--- src/rtl/debounce_pkg.sv ---
// Shared defaults and counter-width helper for the debounce bank.
package debounce_pkg;

   localparam int DEF_N_CH        = 4;
   localparam int DEF_STABLE_CYC  = 4;
   localparam int DEF_LONG_CYC    = 50_000_000;
   localparam int DEF_SYNC_STAGES = 2;

   // Width of a counter over n states; never narrower than one bit.
   function automatic int cnt_w(input int n);
      return (n <= 2) ? 1 : $clog2(n);
   endfunction

endpackage

--- src/rtl/debounce_ch.sv ---
// One debounce channel: synchroniser, stability counter, edge pulses and long-press detect.
// Latency pb step -> db_o is SYNC_STAGES+STABLE_CYC edges; all outputs registered.
module debounce_ch
   import debounce_pkg::*;
#(
   parameter int STABLE_CYC  = DEF_STABLE_CYC,
   parameter int LONG_CYC    = DEF_LONG_CYC,
   parameter int SYNC_STAGES = DEF_SYNC_STAGES
) (
   input  logic clk,
   input  logic rst,
   input  logic pb_i,
   output logic db_o,
   output logic rise_o,
   output logic fall_o,
   output logic long_o
);

   localparam int SW = cnt_w(STABLE_CYC);
   localparam int HW = cnt_w(LONG_CYC + 1);
   localparam logic [SW-1:0] STAB_MAX = SW'(STABLE_CYC - 1);
   localparam logic [HW-1:0] HOLD_MAX = HW'(LONG_CYC);
   localparam logic [HW-1:0] HOLD_PRE = HW'(LONG_CYC - 1);

   logic [SYNC_STAGES-1:0] sync_q;
   logic                   s;
   logic [SW-1:0]          stab_q, stab_d;
   logic [HW-1:0]          hold_q, hold_d;
   logic                   db_q, db_d;
   logic                   rise_q, rise_d;
   logic                   fall_q, fall_d;
   logic                   long_q, long_d;

   assign s = sync_q[SYNC_STAGES-1];

   always_comb begin
      stab_d = '0;
      db_d   = db_q;
      rise_d = 1'b0;
      fall_d = 1'b0;
      if (s != db_q) begin
         if (stab_q == STAB_MAX) begin
            db_d   = ~db_q;
            rise_d = ~db_q;
            fall_d = db_q;
         end else begin
            stab_d = stab_q + 1'b1;
         end
      end
   end

   // Hold counter saturates, so the long pulse fires once per press.
   always_comb begin
      hold_d = '0;
      long_d = 1'b0;
      if (db_q) begin
         hold_d = (hold_q == HOLD_MAX) ? hold_q : hold_q + 1'b1;
         long_d = (hold_q == HOLD_PRE);
      end
   end

   always_ff @(posedge clk or negedge rst) begin
      if (!rst) begin
         sync_q <= '0;
         stab_q <= '0;
         hold_q <= '0;
         db_q   <= 1'b0;
         rise_q <= 1'b0;
         fall_q <= 1'b0;
         long_q <= 1'b0;
      end else begin
         sync_q <= {sync_q[SYNC_STAGES-2:0], pb_i};
         stab_q <= stab_d;
         hold_q <= hold_d;
         db_q   <= db_d;
         rise_q <= rise_d;
         fall_q <= fall_d;
         long_q <= long_d;
      end
   end

   assign db_o   = db_q;
   assign rise_o = rise_q;
   assign fall_o = fall_q;
   assign long_o = long_q;

endmodule

--- src/rtl/debounce_bank.sv ---
// Bank of N_CH independent debounce channels with rise/fall/long-press pulses.
// Latency SYNC_STAGES+STABLE_CYC edges; no backpressure, outputs are registered levels/pulses.
module debounce_bank
   import debounce_pkg::*;
#(
   parameter int N_CH        = DEF_N_CH,
   parameter int STABLE_CYC  = DEF_STABLE_CYC,
   parameter int LONG_CYC    = DEF_LONG_CYC,
   parameter int SYNC_STAGES = DEF_SYNC_STAGES
) (
   input  logic            clk,
   input  logic            rst,
   input  logic [N_CH-1:0] pb,
   output logic [N_CH-1:0] db_out,
   output logic [N_CH-1:0] rise_pulse,
   output logic [N_CH-1:0] fall_pulse,
   output logic [N_CH-1:0] long_pulse
);

   for (genvar g = 0; g < N_CH; g++) begin : g_ch
      debounce_ch #(
         .STABLE_CYC  (STABLE_CYC),
         .LONG_CYC    (LONG_CYC),
         .SYNC_STAGES (SYNC_STAGES)
      ) u_ch (
         .clk    (clk),
         .rst    (rst),
         .pb_i   (pb[g]),
         .db_o   (db_out[g]),
         .rise_o (rise_pulse[g]),
         .fall_o (fall_pulse[g]),
         .long_o (long_pulse[g])
      );
   end

endmodule

--- config.mk ---
export PLATFORM = sky130hd
export DESIGN_NAME = debounce_bank
export DESIGN_NICKNAME = d
export VERILOG_FILES = /design/src/rtl/debounce_pkg.sv /design/src/rtl/debounce_ch.sv /design/src/rtl/debounce_bank.sv
export SDC_FILE = /design/constraint.sdc
export NUM_CORES = 1
export LEC_CHECK = 0
export BUFFER_PORTS_ARGS = -buffer_cell sky130_fd_sc_hd__buf_2
export CORE_MARGIN = 5
export CORE_UTILIZATION = 60
export CTS_CLUSTER_DIAMETER = 60
export CTS_CLUSTER_SIZE = 8
export DETAILED_ROUTE_END_ITERATION = 8
export GPL_TIMING_DRIVEN = 0
export HOLD_SLACK_MARGIN = 0.08
export PLACE_DENSITY_LB_ADDON = 0.2
export REMOVE_ABC_BUFFERS = 1
export SLEW_MARGIN = 20
export SYNTH_ARGS = -nofsm -noshare
export SYNTH_HDL_FRONTEND = slang
export SYNTH_SLANG_ARGS = --single-unit
--- constraint.sdc ---
create_clock -name clk -period 2.5 [get_ports clk]
set_input_delay 0.125 -clock clk [delete_from_list [all_inputs] [get_ports clk]]
set_output_delay 0.125 -clock clk [all_outputs]
set_load 0.005 [all_outputs]
# Word-level counts from Yosys, hierarchy flattened
# Index checks and enable logic that the tools add are counted.
# W data, S select, Z words.
# classes
addsub,8
eq_ne,20
muxes,36
reduce_logical,4
bitwise,4
# op_table
op,count
$eq A26 B26 Y1 const B,8
$mux W26,8
$add A26 B1 Y26 const B,4
$mux W1,20
$mux W2,8
$add A2 B1 Y2 const B,4
$eq A2 B2 Y1 const B,4
$ne A2 B2 Y1 const B,4
$reduce_and A2 Y1,4
$ne A1 B1 Y1,4
$not A1 Y1,4
# totals
input_bits,6
register_bits,136
output_inout_bits,16

# Logic depth before layout (Yosys ltp)
# Gate-level depths: netlist (run 1).
# depth
ltp_word,3
ltp_mapped,6

# Modules after synthesis
# From an unflattened synthesis (run 1), not the netlist that was laid out.
# hier_totals
hier_cells,672
area_unflattened_um2,6921.6
# modules_own_cells
mod,area_per_inst_um2,n_inst,cells_per_inst
debounce_ch,1730.4,4,168

# Worst setup path after synthesis (run 1)
# OpenSTA, ideal clock, no wires.
# synth_timing
path_kind,register to register
start,register g_ch[1].u_ch.hold_q[11]
end,register g_ch[1].u_ch.long_q
stages_incl_launch_ff,5
path_buffers,0
arrival_ns,1.910
required_time_ns,2.420
period_less_slack_ns,1.991
slack_ns,0.509
path_cell_list,dfrtp_1 -> or4_1 -> or4_1 -> or3_1 -> nor3_2
# synth_via
elab_chain_len,2
# synth_rtl
item,line_no,source
start: declaration,debounce_ch.sv:28,"logic [HW-1:0] hold_q, hold_d;"
start signal: assignment,debounce_ch.sv:74,hold_q <= hold_d;
$eq A26 B26 Y1,debounce_ch.sv:58,long_d = (hold_q == HOLD_PRE);
$mux W1,debounce_ch.sv:56,if (db_q) begin
named net g_ch[1].u_ch.long_d,debounce_ch.sv:32,"logic long_q, long_d;"
end signal: assignment,debounce_ch.sv:78,long_q <= long_d;
end: declaration,debounce_ch.sv:32,
# The timed path passes the listed nets, and every way through them passes these cells.
# A chain may end at the register's enable or synchronous reset.

# Final worst setup path (run 1)
# layout_timing
start,register g_ch[3].u_ch.hold_q[12]
end,register g_ch[3].u_ch.hold_q[18]
# layout_via
elab_chain_len,3
# layout_rtl
item,line_no,source
start: declaration,debounce_ch.sv:28,
start signal: assignment,debounce_ch.sv:74,
$add A26 B1 Y26,debounce_ch.sv:57,hold_d = (hold_q == HOLD_MAX) ? hold_q : hold_q + 1'b1;
$mux W26,debounce_ch.sv:57,
$mux W26,debounce_ch.sv:56,
# Several ways; a longest one is shown, not always the timed one. The select of a mux whose other input is x is not followed.

==> flow_summary.json, run 1 <==
{
  "comb_power_share": 0.125,
  "drt_iter0_markers": 403,
  "start_kind": "register",
  "ys_seq_area_frac": 0.488,
  "drive_above_1_share": 0.0796,
  "insertedDiodeCount": 0,
  "cp.required_ns": 2.82,
  "first_pass_iters": 5,
  "slew_headroom": 0.494,
  "swShare": 0.274,
  "clock_path_buffers": 2,
  "use_met3": 0.0524,
  "start_util": 0.611,
  "clkTransAtPathRegs_ns": 0.06,
  "power_density_nw_per_um2": 779,
  "period_minus_slack_ns": 2.30,
  "grt_usage": 0.211,
  "peakVddDrop_uv": 875,
  "arrival_ns": 2.62,
  "h-tree-depth": 4,
  "rows": 39,
  "die_h_um": 118,
  "clkSinkCount": 136,
  "internal-power_w": 0.00440,
  "cts_buffers": 17,
  "die_area_um2": 13900,
  "slowest_delay_ns": 0.80,
  "syn_inst": 723,
  "ys_ff_latch": 136,
  "fin_ws_ns": 0.197,
  "tritoncts": "built",
  "hold_violations": 0,
  "dp_slack_ns": 0.258,
  "cp_common_cell": "or4_1",
  "drc": 0,
  "via_count": 5500,
  "yosysUniqueCellTypes": 45,
  "leakage_nw": 3.13,
  "avgSynthCellArea_um2": 9.64,
  "routed_via_density": 6.22,
  "rsz0062_at_grt": "no",
  "final_nets": 750,
  "port_buffers": 21,
  "grt_max_degree": 100,
  "crit_family": "simple AND/OR/NAND/NOR gates",
  "die_x_um": 118,
  "dpl.hpwl_um": 9230,
  "path_buf_inv": 0,
  "max_freq_mhz": 434,
  "pwr-share-clk": 0.451,
  "worst-setup-path-type": "register to register",
  "fin_skew_ns": 0.00580,
  "slowest_stage": "or4_1",
  "status": "complete, no violations",
  "yosysWarnings": 0,
  "syn-cell-area_um2": 6970,
  "grt_pass1_wl_um": 24800,
  "clk_latency_ns": 0.42,
  "antenna_found_initial": 0,
  "net-switching-power_w": 0.00166,
  "period_share": 0.921,
  "overflow": 0,
  "seqPwrFrac": 0.423,
  "worst_pin_slew_ns": 0.754,
  "crit_fanout": 18,
  "core-area_um2": 11400,
  "end_kind": "register",
  "globalRouteMet1Util": 0.275,
  "postRouteWirelength_um": 14100,
  "drt.antenna.violating_nets": 0,
  "met2_usage": 0.351,
  "setup_viol": 0,
  "drv_cap": 0,
  "routedWlPerCell_um": 16.0,
  "grt_pass1_vias": 5372,
  "cts_root_buffer": "clkbuf_16",
  "setup_tns_ns": 0,
  "ios": 22,
  "place.gp.congestion": 0.859,
  "hold_path.class": "input port to asynchronous set/reset pin",
  "cp_cell_sequence": "nand3_1, or4_1, or4_1, a21oi_1",
  "top_usage_layer": "met2",
  "area_growth_pct": 11.5,
  "finalMaxSlewViolations": 0
}
[synth_stat cells (all sizes together)]
| library cell | number | area (µm²) |
|---|---|---|
| a311o | 1 | 10.0 |
| nand4 | 39 | 250 |
| or2 | 3 | 18.8 |
| nor4bb | 1 | 10.0 |
| nand3 | 39 | 200 |
| nand3b | 1 | 7.51 |
| a31oi | 2 | 12.5 |
| inv | 17 | 63.8 |
| nor2 | 54 | 203 |
| nor4b | 6 | 52.6 |
| nor3 | 18 | 95.1 |
| and4b | 1 | 10.0 |
| o31a | 1 | 8.76 |
| nor4 | 16 | 100 |
| o31ai | 21 | 158 |
| nor2b | 3 | 18.8 |
| clkbuf | 23 | 86.3 |
| nor3b | 5 | 37.5 |
| a21oi | 50 | 250 |
| xor2 | 29 | 254 |
| nand2 | 50 | 188 |
| or4 | 30 | 225 |
| o311ai | 1 | 8.76 |
| o21ai | 31 | 155 |
| mux2i | 6 | 60.1 |
| o211ai | 1 | 7.51 |
| or4bb | 1 | 11.3 |
| and2 | 10 | 62.6 |
| clkinv | 4 | 15.0 |
| xnor2 | 19 | 166 |
| nand2b | 9 | 56.3 |
| nand4b | 3 | 26.3 |
| ha | 16 | 200 |
| dfrtp | 136 | 3400 |
| o21a | 1 | 7.51 |
| and3b | 2 | 17.5 |
| buf | 18 | 130 |
| and3 | 15 | 93.8 |
| and4 | 15 | 131 |
| o41ai | 1 | 8.76 |
| or3 | 24 | 150 |
[cells by family (layout without fill, tap and decap cells)]
logic type | after synthesis | in the layout | synth area share
muxes | 6 | 6 | 0.00861
AOI/OAI and AO/OA | 110 | 110 | 0.0899
buffers and inverters | 62 | 80 | 0.0424
DFF | 136 | 136 | 0.488
and+or+nand+nor | 345 | 345 | 0.282
xor gates and xnor gates | 48 | 48 | 0.0603
adders and majority gates | 16 | 16 | 0.0287
[registers in the layout, summed over array words and instances (netlist names)]
name              count
g_ch.u_ch.stab_q      8
g_ch.u_ch.long_o      4
g_ch.u_ch.fall_o      4
g_ch.u_ch.db_o        4
g_ch.u_ch.hold_q    104
g_ch.u_ch.sync_q      8
g_ch.u_ch.rise_o      4
[power by group through the flow]
stage | Sequential [W] | Clock, W | Combinational, W
4_1_cts | 0.00256 | 0.00277 | 0.000770
6_report | 0.00257 | 0.00273 | 0.000760
3_5_place_dp | 0.00260 | 0 | 0.000760
3_3_place_gp | 0.00258 | 0 | 0.000711
5_1_grt | 0.00259 | 0.00288 | 0.000884
2_1_floorplan | 0.00255 | 0 | 0.000495
[cells in the final DEF (no fill, tap or decap), types with 19 or more instances in the layout]
cell type,instances
nand4_1,38
xnor2_1,19
nand2_1,50
o21ai_0,31
or4_1,30
nand3_1,38
or3_1,24
xor2_1,29
buf_2,20
a21oi_1,50
dfrtp_1,136
o31ai_1,21
nor2_1,54
[final cells by class]
| type | count | area (µm²) |
|---|---|---|
| Clock buffer | 19 | 443 |
| Clock inverter | 13 | 201 |
| Fill cell | 890 | 3650 |
| Inverter | 21 | 78.8 |
| Multi-Input combinational cell | 525 | 3270 |
| Sequential cell | 136 | 3400 |
| Tap cell | 143 | 179 |
| Timing Repair Buffer | 27 | 193 |
[per-layer routing]
layer	up-vias	part of all wire
li1	2654	-
met5	-	0
met3	18	0.033
met2	92	0.50
met1	2736	0.46
met4	0	0.011
[per-stage QoR]
stage / utilization / hold WS (ns) / instances / area [µm²] / total power (W)
2_1_floorplan: - / -0.171 / 682 / 6760 / 0.00305
3_3_place_gp: 0.616 / 0.234 / 846 / 7040 / 0.00329
4_1_cts: 0.681 / 0.173 / 884 / 7770 / 0.00610
5_1_grt: 0.681 / 0.189 / 884 / 7770 / 0.00636
3_5_place_dp: 0.620 / 0.0188 / 847 / 7080 / 0.00336
6_report: 0.681 / 0.164 / 884 / 7770 / 0.00606
[worst reg2reg max path, stage by stage, from the launching register on]
cell	delay [ns]
dfrtp_1	0.40
nand3_1	0.24
or4_1	0.80
or4_1	0.59
a21oi_1	0.17
[final timing paths]
path                       cells past startpoint  slack (ns)                 endpoint               startpoint
setup / recovery                               4        0.20  g_ch[3].u_ch.hold_q[18]  g_ch[3].u_ch.hold_q[12]
hold / removal                                 2        0.16  g_ch[3].u_ch.hold_q[22]                      rst
setup reg to reg                               4        0.20  g_ch[3].u_ch.hold_q[18]  g_ch[3].u_ch.hold_q[12]
hold reg to reg                                0        0.35   g_ch[3].u_ch.sync_q[1]   g_ch[3].u_ch.sync_q[0]
max in group asynchronous                      3        1.58   g_ch[1].u_ch.stab_q[1]                      rst
min in group clk                               2        0.34   g_ch[0].u_ch.sync_q[0]                    pb[0]
[what timing repair did]
item	4_1_cts	5_1_grt
setup buffers	0	0
hold endpoints to repair	140	0
resized for setup	0	0
hold buffers	5	0
Note: power is estimated with default switching activity, not from simulation.
==> inputs of run 2 (changes only) <==
==> constraint.sdc (replaced) <==
create_clock -name clk -period 2.36 [get_ports clk]
set_input_delay 0.118 -clock clk [delete_from_list [all_inputs] [get_ports clk]]
set_output_delay 0.118 -clock clk [all_outputs]
set_load 0.005 [all_outputs]
==> flow_summary.json, run 2 (synthesized netlist as in run 1, its figures left out) <==
{
  "postRouteWirelength_um": 14200,
  "period_minus_slack_ns": 2.20,
  "cts_root_buffer": "clkbuf_16",
  "ios": 22,
  "final_common_cell": "dfrtp_1",
  "area_growth_pct": 11.7,
  "layout_common_cells": "dfrtp_1, nor2_1, nand2_1, a21oi_1",
  "setup_viol": 0,
  "crit_family": "simple AND/OR/NAND/NOR gates",
  "r2r_end": "g_ch[1].u_ch.long_o",
  "insertedDiodeCount": 0,
  "cts_buffers": 17,
  "nFillCells": 886,
  "slowest_delay_ns": 0.63,
  "regMostFlops": "g_ch.u_ch.hold_q",
  "start_util": 0.611,
  "reg2reg_from": "g_ch[1].u_ch.hold_q[11]",
  "h-tree-depth": 4,
  "drive_above_1_share": 0.0834,
  "die_area_um2": 13900,
  "fin_area_um2": 7790,
  "clkSinkCount": 136,
  "largest_reg_flops": 104,
  "leakage_nw": 3.14,
  "cp_cell_sequence": "or4_1, or4_1, or3_1, nor3_2",
  "core-area_um2": 11400,
  "status": "complete, no violations",
  "grt_max_degree": 100,
  "arrival_ns": 2.53,
  "tritoncts": "built",
  "path_buf_inv": 0,
  "regToRegSetupSlack_ns": 0.16,
  "start_kind": "register",
  "rsz0062_at_grt": "no",
  "place.gp.congestion": 0.859,
  "routedWlPerCell_um": 16.0,
  "hold_path.class": "input port to asynchronous set/reset pin",
  "antenna_found_initial": 0,
  "final_nets": 752,
  "grt_pass1_vias": 5372,
  "drt.antenna.violating_nets": 0,
  "clkTransAtPathRegs_ns": 0.06,
  "die_x_um": 118,
  "period_share": 0.932,
  "slowest_stage": "or4_1",
  "power_density_nw_per_um2": 824,
  "hold_violations": 0,
  "final_core_util": 0.682,
  "clk_latency_ns": 0.42,
  "drv_cap": 0,
  "drt_iter0_markers": 442,
  "finalMaxSlewViolations": 0,
  "placed_area_um2": 7080,
  "cp_common_cell": "or4_1",
  "worst_pin_slew_ns": 0.755,
  "cp.required_ns": 2.69,
  "grt_pass1_wl_um": 24800,
  "dpl.hpwl_um": 9230,
  "grt_usage": 0.211,
  "rows": 39,
  "via_count": 5498,
  "overflow": 0,
  "die_h_um": 118,
  "max_freq_mhz": 455,
  "peakVddDrop_uv": 930,
  "first_pass_iters": 5,
  "routed_via_density": 6.21,
  "port_buffers": 21,
  "crit_fanout": 6,
  "worst-setup-path-type": "register to register",
  "drc": 0,
  "end_kind": "register",
  "top_regs": "g_ch.u_ch.hold_q x104, g_ch.u_ch.stab_q x8, g_ch.u_ch.sync_q x8",
  "fin_skew_ns": 0.00609,
  "slew_headroom": 0.493,
  "ff2ff_path_depth": 4,
  "clock_path_buffers": 2
}
run 2: changes by cell type in the layout (fill, tap and decap cells not counted):
cell | previous run | this run
or4_4 | 0 | 1
or4_1 | 30 | 29
buf_4 | 0 | 2
run 2: layout make-up:
cell class / instances / area, µm² / area share
multi-input combinational: 525 / 3280 / 0.421
inverter: 21 / 78.8 / 0.0101
timing repair buffer: 29 / 208 / 0.0267
sequential: 136 / 3400 / 0.437
tap: 143 / 179 / 0.0230
clock inverter: 13 / 201 / 0.0259
clock buffer: 19 / 443 / 0.0569
run 2: what timing repair did:
action,in CTS,in global routing
hold buffers,5,0
resized for setup,0,1
endpoints found under the setup margin,0,7
endpoints found under the hold margin,140,0
buffers inserted,0,2
run 2: per-stage QoR:
stage / total power (W) / std cells / setup slack [ns] / hold slack, ns / setup TNS, ns
global route: 0.00674 / 886 / 0.0688 / 0.182 / 0
floorplan: 0.00323 / 682 / 0.354 / -0.178 / 0
global placement: 0.00349 / 846 / -0.620 / 0.227 / -82.78
CTS: 0.00646 / 884 / 0.0742 / 0.166 / 0
finish: 0.00642 / 886 / 0.161 / 0.161 / 0
detailed placement: 0.00356 / 847 / 0.118 / 0.0118 / 0
run 2: power breakdown:
group / internal, W / switching, W
clock: 0.00189 / 0.00100
sequential: 0.00250 / 0.000220
combinational: 0.000269 / 0.000537
total: 0.00466 / 0.00176
run 2: how the worst max path moves through the flow:
stage / startpoint / endpoint / slack, ns / depth (start not counted)
floorplan: g_ch[3].u_ch.hold_q[2] / g_ch[3].u_ch.hold_q[17] / 0.35 / 4
global placement: rst / g_ch[2].u_ch.hold_q[3] / -0.62 / 1
detailed placement: g_ch[3].u_ch.hold_q[12] / g_ch[3].u_ch.hold_q[18] / 0.12 / 4
CTS: g_ch[3].u_ch.hold_q[12] / g_ch[3].u_ch.hold_q[18] / 0.07 / 4
global route: g_ch[1].u_ch.hold_q[11] / g_ch[1].u_ch.long_o / 0.07 / 4
finish: g_ch[1].u_ch.hold_q[11] / g_ch[1].u_ch.long_o / 0.16 / 4
run 2: worst register-to-register path, delay by kind of cell, from the launching register on:
kind	cells	cell delay [ns]
flops	1	0.44
simple gates	4	1.68
run 2: layer usage:
metal / wire length [µm] / track usage / part of all wire
met4: 132 / 0.0638 / 0.0093
met2: 7050 / 0.351 / 0.50
met3: 520 / 0.0524 / 0.037
met1: 6470 / 0.275 / 0.46
met5: 0 / 0 / 0
